## src/rtl/phase_accum_divider_if.sv

```systemverilog
// Increment-update port: one request per valid/ready transfer, channel index plus new increment.
interface phase_accum_divider_if #(
  parameter int WIDTH = 32,
  parameter int CHW   = 2
);
  logic             cfg_valid;
  logic             cfg_ready;
  logic [CHW-1:0]   cfg_chan;
  logic [WIDTH-1:0] cfg_inc;

  modport master (output cfg_valid, output cfg_chan, output cfg_inc, input cfg_ready);
  modport slave  (input cfg_valid, input cfg_chan, input cfg_inc, output cfg_ready);
endinterface

```

## src/rtl/phase_accum_divider.sv

```systemverilog
// Multi-channel phase-accumulator divider: slowClk is the registered acc MSB (no extra latency), tick is registered on wrap.
// One increment update outstanding; cfg_ready drops while it waits for the target channel's next wrap.
module phase_accum_divider #(
  parameter int WIDTH         = 32,
  parameter int CHANNELS      = 4,
  parameter int FREQUENCY_IN  = 50000000,
  parameter int FREQUENCY_OUT = 1,
  parameter logic [WIDTH-1:0] DEFAULT_INC =
    WIDTH'((((64'd1 << WIDTH) * 64'(FREQUENCY_OUT)) - 64'd1) / 64'(FREQUENCY_IN) + 64'd1)
) (
  input  logic                clk,
  input  logic                reset,
  input  logic [CHANNELS-1:0] enable,
  input  logic                sync,
  phase_accum_divider_if.slave cfg,
  output logic [CHANNELS-1:0] slowClk,
  output logic [CHANNELS-1:0] tick
);

  localparam int CHW = (CHANNELS > 1) ? $clog2(CHANNELS) : 1;
  localparam logic [CHW:0] NCH = (CHW+1)'(CHANNELS);

  typedef enum logic {IDLE, PENDING} state_t;

  state_t           state, state_nxt;
  logic [WIDTH-1:0] acc [CHANNELS];
  logic [WIDTH-1:0] inc [CHANNELS];
  logic [WIDTH-1:0] sum [CHANNELS];
  logic [CHANNELS-1:0] carry;
  logic [CHW-1:0]   pend_chan;
  logic [WIDTH-1:0] pend_inc;
  logic             accept;
  logic             apply;

  always_comb begin
    for (int c = 0; c < CHANNELS; c++) begin
      {carry[c], sum[c]} = {1'b0, acc[c]} + {1'b0, inc[c]};
      slowClk[c]         = acc[c][WIDTH-1];
    end
  end

  assign cfg.cfg_ready = (state == IDLE);

  always_ff @(posedge clk) begin
    if (reset) state <= IDLE;
    else       state <= state_nxt;
  end

  // A pending increment lands at the edge where the old one last matters:
  // the target's wrap, or immediately if the channel cannot advance.
  always_comb begin
    state_nxt = state;
    accept    = 1'b0;
    apply     = 1'b0;
    case (state)
      IDLE: begin
        if (cfg.cfg_valid && ({1'b0, cfg.cfg_chan} < NCH)) begin
          accept    = 1'b1;
          state_nxt = PENDING;
        end
      end
      PENDING: begin
        if (sync || !enable[pend_chan] || (inc[pend_chan] == '0) || carry[pend_chan]) begin
          apply     = 1'b1;
          state_nxt = IDLE;
        end
      end
      default: state_nxt = IDLE;
    endcase
  end

  always_ff @(posedge clk) begin
    if (reset) begin
      for (int c = 0; c < CHANNELS; c++) begin
        acc[c] <= '0;
        inc[c] <= DEFAULT_INC;
      end
      tick      <= '0;
      pend_chan <= '0;
      pend_inc  <= '0;
    end else begin
      for (int c = 0; c < CHANNELS; c++) begin
        if (sync) begin
          acc[c]  <= '0;
          tick[c] <= 1'b0;
        end else if (enable[c]) begin
          acc[c]  <= sum[c];
          tick[c] <= carry[c];
        end else begin
          tick[c] <= 1'b0;
        end
      end
      if (accept) begin
        pend_chan <= cfg.cfg_chan;
        pend_inc  <= cfg.cfg_inc;
      end
      if (apply) inc[pend_chan] <= pend_inc;
    end
  end

endmodule

```

## src/flat_wrapper.sv

```systemverilog
// flat-port wrapper written by rule: the top's interface ports become plain ports
module phase_accum_divider_flat 
#(
  parameter int WIDTH         = 32,
  parameter int CHANNELS      = 4,
  parameter int FREQUENCY_IN  = 50000000,
  parameter int FREQUENCY_OUT = 1,
  parameter logic [WIDTH-1:0] DEFAULT_INC =
    WIDTH'((((64'd1 << WIDTH) * 64'(FREQUENCY_OUT)) - 64'd1) / 64'(FREQUENCY_IN) + 64'd1)
)
  (clk, reset, enable, sync, slowClk, tick, cfg_cfg_valid, cfg_cfg_chan, cfg_cfg_inc, cfg_cfg_ready);
  phase_accum_divider_if #(.WIDTH(WIDTH), .CHW((2))) cfg_i ();
  input  logic clk;
  input  logic reset;
  input  logic [CHANNELS-1:0] enable;
  input  logic sync;
  output logic [CHANNELS-1:0] slowClk;
  output logic [CHANNELS-1:0] tick;
  input wire logic [$bits(cfg_i.cfg_valid)-1:0] cfg_cfg_valid;
  input wire logic [$bits(cfg_i.cfg_chan)-1:0] cfg_cfg_chan;
  input wire logic [$bits(cfg_i.cfg_inc)-1:0] cfg_cfg_inc;
  output wire logic [$bits(cfg_i.cfg_ready)-1:0] cfg_cfg_ready;
  assign cfg_i.cfg_valid = cfg_cfg_valid;
  assign cfg_i.cfg_chan = cfg_cfg_chan;
  assign cfg_i.cfg_inc = cfg_cfg_inc;
  assign cfg_cfg_ready = cfg_i.cfg_ready;
  phase_accum_divider #(.WIDTH(WIDTH), .CHANNELS(CHANNELS), .FREQUENCY_IN(FREQUENCY_IN), .FREQUENCY_OUT(FREQUENCY_OUT), .DEFAULT_INC(DEFAULT_INC)) u_core (.clk(clk), .reset(reset), .enable(enable), .sync(sync), .cfg(cfg_i), .slowClk(slowClk), .tick(tick));
endmodule
```

## config.mk

```make
export PLATFORM = sky130hd
export DESIGN_NAME = phase_accum_divider_flat
export DESIGN_NICKNAME = d
export VERILOG_FILES = /design/src/rtl/phase_accum_divider_if.sv /design/src/rtl/phase_accum_divider.sv /design/src/flat_wrapper.sv
export SDC_FILE = /design/constraint.sdc
export NUM_CORES = 1
export LEC_CHECK = 0
export BUFFER_PORTS_ARGS = -buffer_cell sky130_fd_sc_hd__buf_2
export CORE_UTILIZATION = 61
export CTS_BUF_LIST = sky130_fd_sc_hd__clkbuf_2
export DETAILED_ROUTE_END_ITERATION = 16
export PLACE_DENSITY = 0.79
export SETUP_SLACK_MARGIN = 0.1
export SLEW_MARGIN = 40
export SYNTH_ARGS = -nofsm -noshare
export SYNTH_HDL_FRONTEND = slang
export SYNTH_SLANG_ARGS = --single-unit
```

## constraint.sdc

```tcl
create_clock -name clk -period 6.5 [get_ports clk]
set_clock_uncertainty 0.1 [all_clocks]
set_input_delay 1.3 -clock clk [delete_from_list [all_inputs] [get_ports clk]]
set_output_delay 1.3 -clock clk [all_outputs]
set_load 0.005 [all_outputs]
```

# After elaboration in Yosys (flattened, before gate mapping)
# Memories as Yosys holds them, arrays and structs flattened. A register that Yosys moved wholly into a read port is not among the register bits.
# Index checks and enable logic that the tools add are counted.
# word_totals
ff_bits,39
ramBits,256
inputBits,42
n_memories,2
# classes
add_sub_neg,4
n_lt_le_gt_ge,1
muxes,47
bitwise_logic,13
n_reduce_logical,10
# mem_list
name,words,width,read_ports,rd_clocked_by_memory_dff,wr,line,text
u_core.acc,4,32,4,0,4,phase_accum_divider.sv:26,logic [WIDTH-1:0] acc [CHANNELS];
u_core.inc,4,32,5,1,4,phase_accum_divider.sv:27,logic [WIDTH-1:0] inc [CHANNELS];
# op_table
op,count
$mux 32,9
$add 32x32->33,4
$logic_not 32->1,1
$mux 1,32
$reduce_or 32->1,1
$reduce_or 3->1,4
$or 1x1->1,8
$mux 2,3
$not 1->1,5
$bmux 1 s2,2
$logic_or 1x1->1,3
$lt 2x3->1 const B,1
$pmux 1 s2,1
$logic_not 1->1,1

# Logic depth before layout (Yosys ltp)
# logic_depth
ltp_word,13
mapped_depth,13

# Worst setup path before layout
# Ideal clock, no wire load.
# synth_timing
kind,input port to flip-flop
start,input enable[3]
end,"memory u_core.inc[3][0], enable pin"
setup_ps,470
t_arrival_ps,4474
required_ps,5930
slack_ps,1456
cell_stages,4
n_path_buf,0
path_cell_list,mux4_2 -> or3b_2 -> nor2_1 -> o31ai_1
# synth_rtl
item,line,text
from (decl),flat_wrapper.sv:15,input logic [CHANNELS-1:0] enable;
to (decl),phase_accum_divider.sv:27,

==> results.ini <==
[critical_path]
r2r_cells = 12
critPathMaxFanout = 33
crit_path_end = u_core.inc[1][28]
cp_slowest_cell = fa_1
start_kind = flip-flop
critPathRequiredTime_ns = 7.01
crit_type = flip-flop to flip-flop
rrSetupSlack_ns = 2.48
cp-startpoint = u_core.inc[1][0]
slowest_delay_ns = 0.50
crit_chain = ha_1, fa_1, a211oi_2, o21ai_1, o21ai_2, a211oi_1, o211ai_1, nand3_1, o211ai_1, buf_4, nand2b_1, buf_4
r2r_start = u_core.inc[1][0]
cp.arrival_ns = 4.53
endpoint_kind = flip-flop
timing.rr.end = u_core.inc[1][28]

[placement]
dpl_worst_slack_ns = 2.58
portBuffers = 50
dp_cells = 2103
dp_hpwl_mm = 30.1
placed_area_um2 = 18000
gp_congestion = 0.930

[sta]
fin_crit_ns = 4.02
rsz0062_at_grt = no
setup-violations-final = 0
fmax_ghz = 0.249
setup_ws_ns = 2.48
fin_crit_sh = 0.619
worst_slew_margin_rel = 0.461
slew_violations = 0
hold_violations = 0
finalSetupTns_ns = 0
tightest_slew_ns = 0.809

[detailed_routing]
wl_per_cell_um = 19.2
drt-total-wl_mm = 43.2
num_vias = 13781
drt_iter0_drc = 1387
viasPerCell = 6.12
drc_errors = 0
firstDrtPassIters = 6
final_antenna_net_count = 0

[clock_network]
post_cts_buffers = 0
clock_sinks = 297
cts_buffers = 80
cts_tree = done
holdBufCountCts = 0
htree_levels = 3
insertion_delay_ns = 0.93
cts_resized = 0
path_clk_slew_ns = 0.09
cts_root_buffer = clkbuf_2
ctsLongestPathBuffers = 3

[synth]
ys_types = 81
yosysTopAreaCellShare = 0.442
synth.area.top_cells = edfxtp_1, ha_1, nor2_1
syn-cell-area_um2 = 17400
synth-main-ff-cell = edfxtp_1
syn_nets = 1891
synth_top_area_cell = edfxtp_1
syn_avg_cell_area_um2 = 10.1
synth-async-reset-ratio = 0
synth_warnings = 0
seq_area_frac_synth = 0.490
synthCells = 1717
ys_ff_latch = 297
synth_edf_count = 256

[global_route]
grt_pass1_vias = 13176
overflow = 0
grt_usage = 0.300
grt_start_max_net_pins = 62
grt_pass1_wl_mm = 66.9
antenna_found_initial = 2

[power_and_ir_drop]
clkPwrFrac = 0.309
ir_worst_vdd_v = 0.000117
p_int_mw = 2.98
p_sw_frac = 0.306
seqPwrFrac = 0.523
p_comb_frac = 0.168
leakagePower_nw = 7.57
totalPowerFinal_mw = 4.30
power.density_nw_per_um2 = 230
p_sw_mw = 1.32

[run_status]
status = finished, final reports clean

[finish]
mostFrequentLayoutCell = nor2_1
finalInstanceArea_um2 = 18700
area_growth_pct = 7.61
finalNetCount = 1981
final_cells = 2250
final_cell_mix = nor2_1, edfxtp_1, nand2_1
drive_above_1_share = 0.129

[floorplan]
initial_utilization = 0.622
dieArea_um2 = 29200
core-area_um2 = 27900
die_h_um = 171
io_pins = 51
die_x_um = 171
num_rows = 61

[job]
maxCapViolCount = 0

[worst_hold_path]
hold_class = flip-flop to flip-flop
hold_path.startpoint = u_core.pend_inc[29]

## registers in the layout (all words and copies together) (netlist names), named ones only
register,cells
u_core.pend_inc,32
u_core.tick,4
u_core.acc,128
u_core.state,1
u_core.pend_chan,2
u_core.inc,128
## kinds of logic after synthesis
logic type / share of synthesized area
compound gates: 0.149
fa+ha+maj: 0.0968
simple gates: 0.191
buf+inv: 0.0223
xor+xnor: 0.0474
mux: 0.00425
flops: 0.490
## final cells by class
class                   count  area, µm²
well taps                 378        473
clock buffers             119        596
flip-flops and latches    297       8510
fillers                  2250       9240
inverters                  30        113
repair buffers             65        363
clock inverters            26        129
multi-input cells        1333       8510
diodes                      2       5.00
## Yosys cell counts (10+ instances only)
library cell,number
nor2_1,271
edfxtp_1,256
nand2_1,179
a21oi_1,140
ha_1,128
o21ai_0,77
xor2_1,50
a21o_1,47
xnor2_1,44
dfxtp_1,41
nand3_1,37
clkbuf_1,36
inv_1,29
nor3_1,29
a211oi_1,28
nor4_1,27
or3_1,26
nand4_1,19
and3_1,17
nand2b_1,17
nor2b_1,15
o21a_1,13
a31oi_1,11
and2_1,11
o211ai_1,11
buf_2,10
nor2_4,10
## metrics by stage
| step | utilization | hold slack [ns] |
|---|---|---|
| finish | 0.669 | 0.360 |
| floorplan | - | 0.337 |
| detailed placement | 0.643 | 0.347 |
| global placement | 0.643 | 0.342 |
| global route | 0.669 | 0.378 |
| CTS | 0.669 | 0.360 |
## routing by layer
layer / track usage / routed length (µm) / up-vias
met5: 0 / 0 / -
met4: 0.156 / 1960 / 0
met3: 0.0530 / 3130 / 140
met2: 0.486 / 20100 / 560
met1: 0.388 / 18000 / 6479
li1: - / - / 6602
## worst min path at each step
stage / end / slack [ns] / cells past startpoint
finish: u_core.pend_inc[29] / 0.36 / 2
global route: u_core.pend_inc[27] / 0.38 / 2
CTS: u_core.pend_inc[17] / 0.36 / 2
detailed placement: u_core.pend_inc[20] / 0.35 / 2
global placement: u_core.pend_inc[13] / 0.34 / 2
floorplan: u_core.pend_inc[0] / 0.34 / 2
## worst max-delay path: cells and delay by family (launching register included)
family                     cells  cell delay, ns
buffers and inverters          2            0.71
AOI/OAI and AO/OA              6            1.19
and+or+nand+nor                2            0.55
DFF                            1            0.42
adders and majority gates      2            0.77
## power by group through the flow
stage	registers [mW]	clock network, mW	logic [mW]
after floorplan	2.26	0	0.553
after global placement	2.29	0	0.687
after detailed placement	2.29	0	0.708
after CTS	2.25	1.36	0.712
after global routing	2.26	1.44	0.797
final	2.25	1.33	0.722
No activity file was read; power rests on OpenSTA's default activity.
